## src/rtl/boolfn_sweep_if.sv

```systemverilog
// Handshake/data bundle between the function-configuration side and boolfn_sweep.
// master drives table loads and sweep requests; slave is the sweep engine.
interface boolfn_sweep_if #(
  parameter int N_IN = 4
);
  localparam int TT_W = 1 << N_IN;

  logic              tt_load;
  logic [TT_W-1:0]   tt_in;
  logic              start;
  logic              step;
  logic              busy;
  logic              done;
  logic [N_IN-1:0]   vec_out;
  logic              f_out;
  logic              f_valid;
  logic [N_IN:0]     ones_count;

  modport master (
    output tt_load, tt_in, start, step,
    input  busy, done, vec_out, f_out, f_valid, ones_count
  );

  modport slave (
    input  tt_load, tt_in, start, step,
    output busy, done, vec_out, f_out, f_valid, ones_count
  );
endinterface

```

## src/rtl/boolfn_sweep.sv

```systemverilog
// Programmable N-input truth table that sweeps every input vector and counts minterms.
// Build option: BOOLFN_SWEEP_STEP_EN makes the sweep advance only on step=1 cycles.
module boolfn_sweep #(
  parameter int                     N_IN     = 4,
  parameter logic [(1<<N_IN)-1:0]   TT_RESET = 16'hDF03
) (
  input  logic          clk,
  input  logic          rst_n,
  boolfn_sweep_if.slave bus
);
  localparam int TT_W   = 1 << N_IN;
  localparam int IDX_W  = N_IN + 1;
  localparam int ONES_W = N_IN + 1;
  // Index carries one extra bit so the terminal compare never sees a wrapped value.
  localparam logic [IDX_W-1:0] LAST = IDX_W'(TT_W - 1);

  typedef enum logic [1:0] {IDLE, SWEEP, DONE} state_t;

  state_t              state_q, state_d;
  logic [TT_W-1:0]     tt_q, tt_d;
  logic [IDX_W-1:0]    idx_q, idx_d;
  logic [ONES_W-1:0]   ones_q, ones_d;
  logic [N_IN-1:0]     vec_q, vec_d;
  logic                f_q, f_d;
  logic                fv_q, fv_d;
  logic                busy_q, busy_d;
  logic                done_q, done_d;
  logic                adv;

`ifdef BOOLFN_SWEEP_STEP_EN
  assign adv = bus.step;
`else
  // step has no effect in this build; the port stays for identical instantiation.
  assign adv = bus.step | 1'b1;
`endif

  always_ff @(posedge clk or negedge rst_n) begin
    if (!rst_n) state_q <= IDLE;
    else        state_q <= state_d;
  end

  always_comb begin
    state_d = state_q;
    case (state_q)
      IDLE:    if (bus.start) state_d = SWEEP;
      SWEEP:   if (adv && idx_q == LAST) state_d = DONE;
      DONE:    state_d = IDLE;
      default: state_d = IDLE;
    endcase
  end

  // Next values for every registered output; nothing reaches the ports combinationally.
  always_comb begin
    tt_d   = tt_q;
    idx_d  = idx_q;
    ones_d = ones_q;
    vec_d  = vec_q;
    f_d    = f_q;
    fv_d   = 1'b0;
    busy_d = busy_q;
    done_d = 1'b0;
    case (state_q)
      IDLE: begin
        if (bus.tt_load) tt_d = bus.tt_in;
        if (bus.start) begin
          busy_d = 1'b1;
          idx_d  = '0;
          ones_d = '0;
        end
      end
      SWEEP: begin
        if (adv) begin
          vec_d  = idx_q[N_IN-1:0];
          f_d    = tt_q[idx_q[N_IN-1:0]];
          fv_d   = 1'b1;
          ones_d = ones_q + ONES_W'(tt_q[idx_q[N_IN-1:0]]);
          idx_d  = idx_q + IDX_W'(1);
        end
      end
      DONE: begin
        done_d = 1'b1;
        busy_d = 1'b0;
      end
      default: ;
    endcase
  end

  always_ff @(posedge clk or negedge rst_n) begin
    if (!rst_n) begin
      tt_q   <= TT_RESET;
      idx_q  <= '0;
      ones_q <= '0;
      vec_q  <= '0;
      f_q    <= 1'b0;
      fv_q   <= 1'b0;
      busy_q <= 1'b0;
      done_q <= 1'b0;
    end else begin
      tt_q   <= tt_d;
      idx_q  <= idx_d;
      ones_q <= ones_d;
      vec_q  <= vec_d;
      f_q    <= f_d;
      fv_q   <= fv_d;
      busy_q <= busy_d;
      done_q <= done_d;
    end
  end

  assign bus.busy       = busy_q;
  assign bus.done       = done_q;
  assign bus.vec_out    = vec_q;
  assign bus.f_out      = f_q;
  assign bus.f_valid    = fv_q;
  assign bus.ones_count = ones_q;
endmodule

```

## src/flat_wrapper.sv

```systemverilog
// flat-port wrapper written by rule: the top's interface ports become plain ports
module boolfn_sweep_flat 
#(
  parameter int                     N_IN     = 4,
  parameter logic [(1<<N_IN)-1:0]   TT_RESET = 16'hDF03
)
  (clk, rst_n, bus_tt_load, bus_tt_in, bus_start, bus_step, bus_busy, bus_done, bus_vec_out, bus_f_out, bus_f_valid, bus_ones_count);
  boolfn_sweep_if #(.N_IN(N_IN)) bus_i ();
  input  logic clk;
  input  logic rst_n;
  input wire logic [$bits(bus_i.tt_load)-1:0] bus_tt_load;
  input wire logic [$bits(bus_i.tt_in)-1:0] bus_tt_in;
  input wire logic [$bits(bus_i.start)-1:0] bus_start;
  input wire logic [$bits(bus_i.step)-1:0] bus_step;
  output wire logic [$bits(bus_i.busy)-1:0] bus_busy;
  output wire logic [$bits(bus_i.done)-1:0] bus_done;
  output wire logic [$bits(bus_i.vec_out)-1:0] bus_vec_out;
  output wire logic [$bits(bus_i.f_out)-1:0] bus_f_out;
  output wire logic [$bits(bus_i.f_valid)-1:0] bus_f_valid;
  output wire logic [$bits(bus_i.ones_count)-1:0] bus_ones_count;
  assign bus_i.tt_load = bus_tt_load;
  assign bus_i.tt_in = bus_tt_in;
  assign bus_i.start = bus_start;
  assign bus_i.step = bus_step;
  assign bus_busy = bus_i.busy;
  assign bus_done = bus_i.done;
  assign bus_vec_out = bus_i.vec_out;
  assign bus_f_out = bus_i.f_out;
  assign bus_f_valid = bus_i.f_valid;
  assign bus_ones_count = bus_i.ones_count;
  boolfn_sweep #(.N_IN(N_IN), .TT_RESET(TT_RESET)) u_core (.clk(clk), .rst_n(rst_n), .bus(bus_i));
endmodule
```

## config.mk

```make
export PLATFORM = sky130hd
export DESIGN_NAME = boolfn_sweep_flat
export DESIGN_NICKNAME = d
export VERILOG_FILES = /design/src/rtl/boolfn_sweep_if.sv /design/src/rtl/boolfn_sweep.sv /design/src/flat_wrapper.sv
export SDC_FILE = /design/constraint.sdc
export NUM_CORES = 1
export LEC_CHECK = 0
export CAP_MARGIN = 10
export CORE_AREA = 2 2 60 62
export DETAILED_ROUTE_END_ITERATION = 7
export DIE_AREA = 0 0 62 64
export HOLD_SLACK_MARGIN = 0.1
export PLACE_DENSITY_LB_ADDON = 0.15
export SYNTH_ARGS = -nofsm -noshare
export SYNTH_HDL_FRONTEND = slang
export SYNTH_SLANG_ARGS = --single-unit
```

## constraint.sdc

```tcl
create_clock -name clk -period 2.74 [get_ports clk]
set_clock_uncertainty 0.15 [all_clocks]
set_input_delay 0.548 -clock clk [delete_from_list [all_inputs] [get_ports clk]]
set_output_delay 0.548 -clock clk [all_outputs]
set_load 0.1 [all_outputs]
```

==> results.py <==
metrics = {
    "timing": {
        "fmax_ghz": 0.409,
        "grt_setup_unrepaired": "no",
        "slew_headroom_pct": 69.6,
        "finalSetupViolCount": 0,
        "whs_ns": 0.345,
        "hold_viol": 0,
        "finalCritPeriodShare_pct": 89.3,
        "period_minus_slack_ns": 2.45,
        "tns_ns": 0,
        "worst_pin_slew_ns": 0.457,
        "slew_viol_final": 0,
    },
    "critical_path": {
        "critical_path_class": "flip-flop to flip-flop",
        "slowest_delay_ns": 0.58,
        "critical_path_required_ns": 2.81,
        "ff2ff_setup_slack_ns": 0.29,
        "worstPathMaxFanout": 10,
        "crit_path_frequent_cell": "ha_1",
        "startpoint_type": "flip-flop",
        "cp_slowest_cell": "dfrtp_1",
        "cp-end-kind": "flip-flop",
        "worstPathArrival_ns": 2.52,
        "cp_top_family": "flip-flops",
        "path_buf_inv": 0,
        "path_cells": "mux4_2 -> nor2b_1 -> o22ai_1 -> ha_1 -> ha_1 -> nand3_1 -> xor2_1 -> o21ai_0",
    },
    "finish": {
        "drive_gt1_share_pct": 33.1,
        "seqCellArea_um2": 912,
        "area_growth_pct": 24.8,
        "antenna_cells": 0,
        "fillCellCount": 294,
        "fin_nets": 187,
        "multi_input_area_um2": 621,
    },
    "worst_hold_path": {
        "hold_class": "flip-flop to flip-flop",
    },
    "synthesis": {
        "ys_ff_latch": 36,
        "yosysWarnings": 0,
        "synth_nets": 152,
        "synth_area_per_cell_um2": 12.5,
        "synthCells": 127,
        "synthesis.area_um2": 1580,
        "synth_area_leaders": "dfrtp_1 43%, dfstp_2 15%, mux2_2 12%, mux4_2 4.3%, nand2_1 4.0%",
        "synth_top_cell_area_share_pct": 42.7,
        "ys_seq_area_share_pct": 57.6,
        "yosysTopAreaCell": "dfrtp_1",
        "ys_types": 26,
    },
    "clocking": {
        "numCtsBuffers": 5,
        "postCtsHoldBufs": 0,
        "cts_setup_buffers": 0,
        "clk_pin_slew_ns": 0.12,
        "cts_sinks": 36,
        "root_buffer": "clkbuf_4",
        "clkLatencyLatePin_ns": 0.34,
        "cts_tree": "built",
        "cts_max_level": 2,
        "clockBufferDepth": 2,
        "cts_resized": 0,
    },
    "floorplan": {
        "rows": 21,
        "start_util_pct": 48.2,
        "core_um2": 3280,
        "fp.dieW_um": 62,
        "fp.dieArea_um2": 3970,
        "dieHeight_um": 64,
        "num_io_pins": 34,
    },
    "global_route": {
        "gr-total-overflow": 0,
        "grt_max_degree": 37,
        "antenna_found_initial": 0,
        "grt_pass1_wl_um": 4930,
        "grt.total_usage_pct": 17.1,
        "first_global_vias": 1064,
    },
    "placed_design": {
        "io_buffers": 32,
        "routabilityCongestion": 0.733,
        "dp_hpwl_um": 2030,
    },
    "route": {
        "dr.pass1.iters": 4,
        "vias": 1087,
        "drc": 0,
        "wl_per_cell_um": 13.9,
        "vias_per_cell": 5.20,
        "postRouteAntennaNets": 0,
        "routed_wl_um": 2910,
        "drtIter0Drc": 76,
    },
    "run": {
        "max_cap_viol_count": 0,
    },
    "outcome": {
        "outcome": "finished, final reports clean",
    },
}
[worst paths after layout]
kind                       cells after the start                         from                                   end
max                                            8  u_core.idx_q[0]$_DFFE_PN0P_  u_core.bus.ones_count[4]$_DFFE_PN0P_
min                                            2  u_core.idx_q[4]$_DFFE_PN0P_           u_core.idx_q[4]$_DFFE_PN0P_
max reg2reg                                    8  u_core.idx_q[0]$_DFFE_PN0P_  u_core.bus.ones_count[4]$_DFFE_PN0P_
min reg2reg                                    2  u_core.idx_q[4]$_DFFE_PN0P_           u_core.idx_q[4]$_DFFE_PN0P_
max in group asynchronous                      2                        rst_n            u_core.tt_q[8]$_DFFE_PN1P_
min in group asynchronous                      2                        rst_n         u_core.state_q[0]$_DFFE_PN0P_
[synthesized netlist by cell type, drive strengths merged]
cell	count
a21oi	3
a221o	1
a22o	3
and2	1
and3	1
buf	3
clkbuf	4
dfrtp	27
dfstp	9
ha	4
inv	4
mux2	17
mux2i	3
mux4	3
nand2	17
nand2b	1
nand3	3
nor2	4
nor2b	3
nor3	1
nor3b	1
o21ai	10
o21bai	1
o22ai	1
xor2	2
[layout by cell type, fill, tap and decap left out]
cell             instances
xor2_1                   2
clkbuf_8                 1
o21bai_1                 1
nand3_1                  3
buf_4                   16
inv_1                    4
clkdlybuf4s50_1         19
a22o_1                   3
nor2b_1                  3
dfstp_2                  9
o21ai_0                 10
clkbuf_4                 5
a221o_1                  1
dfrtp_1                 27
mux4_2                   3
clkinv_2                 2
o22ai_1                  1
and2_1                   1
nand2_1                 17
nand2b_1                 1
and3_1                   1
ha_1                     4
mux2i_1                  3
nor2_1                   4
a21oi_1                  3
nor3_1                   1
nor3b_2                  1
mux2_2                  17
[per-stage QoR]
step,setup WS (ns),utilization (%),instances,instance area (um^2)
2_1_floorplan,0.563,-,127,1580
3_3_place_gp,0.301,58.3,201,1920
3_5_place_dp,0.271,58.3,201,1920
4_1_cts,0.253,60.2,209,1980
5_1_grt,0.105,60.2,209,1980
6_report,0.292,60.2,209,1980
[flip-flops by register name (all words and copies together) (netlist names)]
name,count
u_core.bus.vec_out,4
u_core.bus.f_out,1
u_core.bus.busy,1
u_core.bus.f_valid,1
u_core.bus.ones_count,5
u_core.bus.done,1
u_core.tt_q,16
u_core.state_q,2
u_core.idx_q,5
[metal layers]
metal,global-route usage (%),wire length [um],up-vias
met5,0,0,-
met4,5.59,19,0
met3,6.28,169,2
met2,26.4,1510,32
met1,21.8,1210,544
li1,-,-,509
[area by class of cell]
cell class | count | share of cell area [%]
Clock buffer | 6 | 2.59
Clock inverter | 2 | 0.506
Inverter | 4 | 0.759
Multi-Input combinational cell | 80 | 31.4
Sequential cell | 36 | 46.1
Tap cell | 46 | 2.91
Timing Repair Buffer | 35 | 15.7
[cells by family (layout without fill, tap and decap cells)]
kind of cell / count (synthesis) / count (layout) / share of synthesized area, %
multiplexers: 23 / 23 / 18.2
AND/OR/NAND/NOR: 32 / 32 / 9.40
XOR/XNOR: 2 / 2 / 1.11
buffers and inverters: 11 / 47 / 3.24
flip-flops: 36 / 36 / 57.6
AO/OA/AOI/OAI: 19 / 19 / 7.27
adder cells (fa/ha/maj): 4 / 4 / 3.16
[worst register-to-register path: stages, from the launching register on]
cell and delay [ns]:
dfrtp_1 0.58, mux4_2 0.57, nor2b_1 0.17, o22ai_1 0.12, ha_1 0.22, ha_1 0.21, nand3_1 0.10, xor2_1 0.14
o21ai_0 0.08
Power is not shown: default switching activity piles up to over one toggle a cycle in this logic, so the estimate is an artifact.
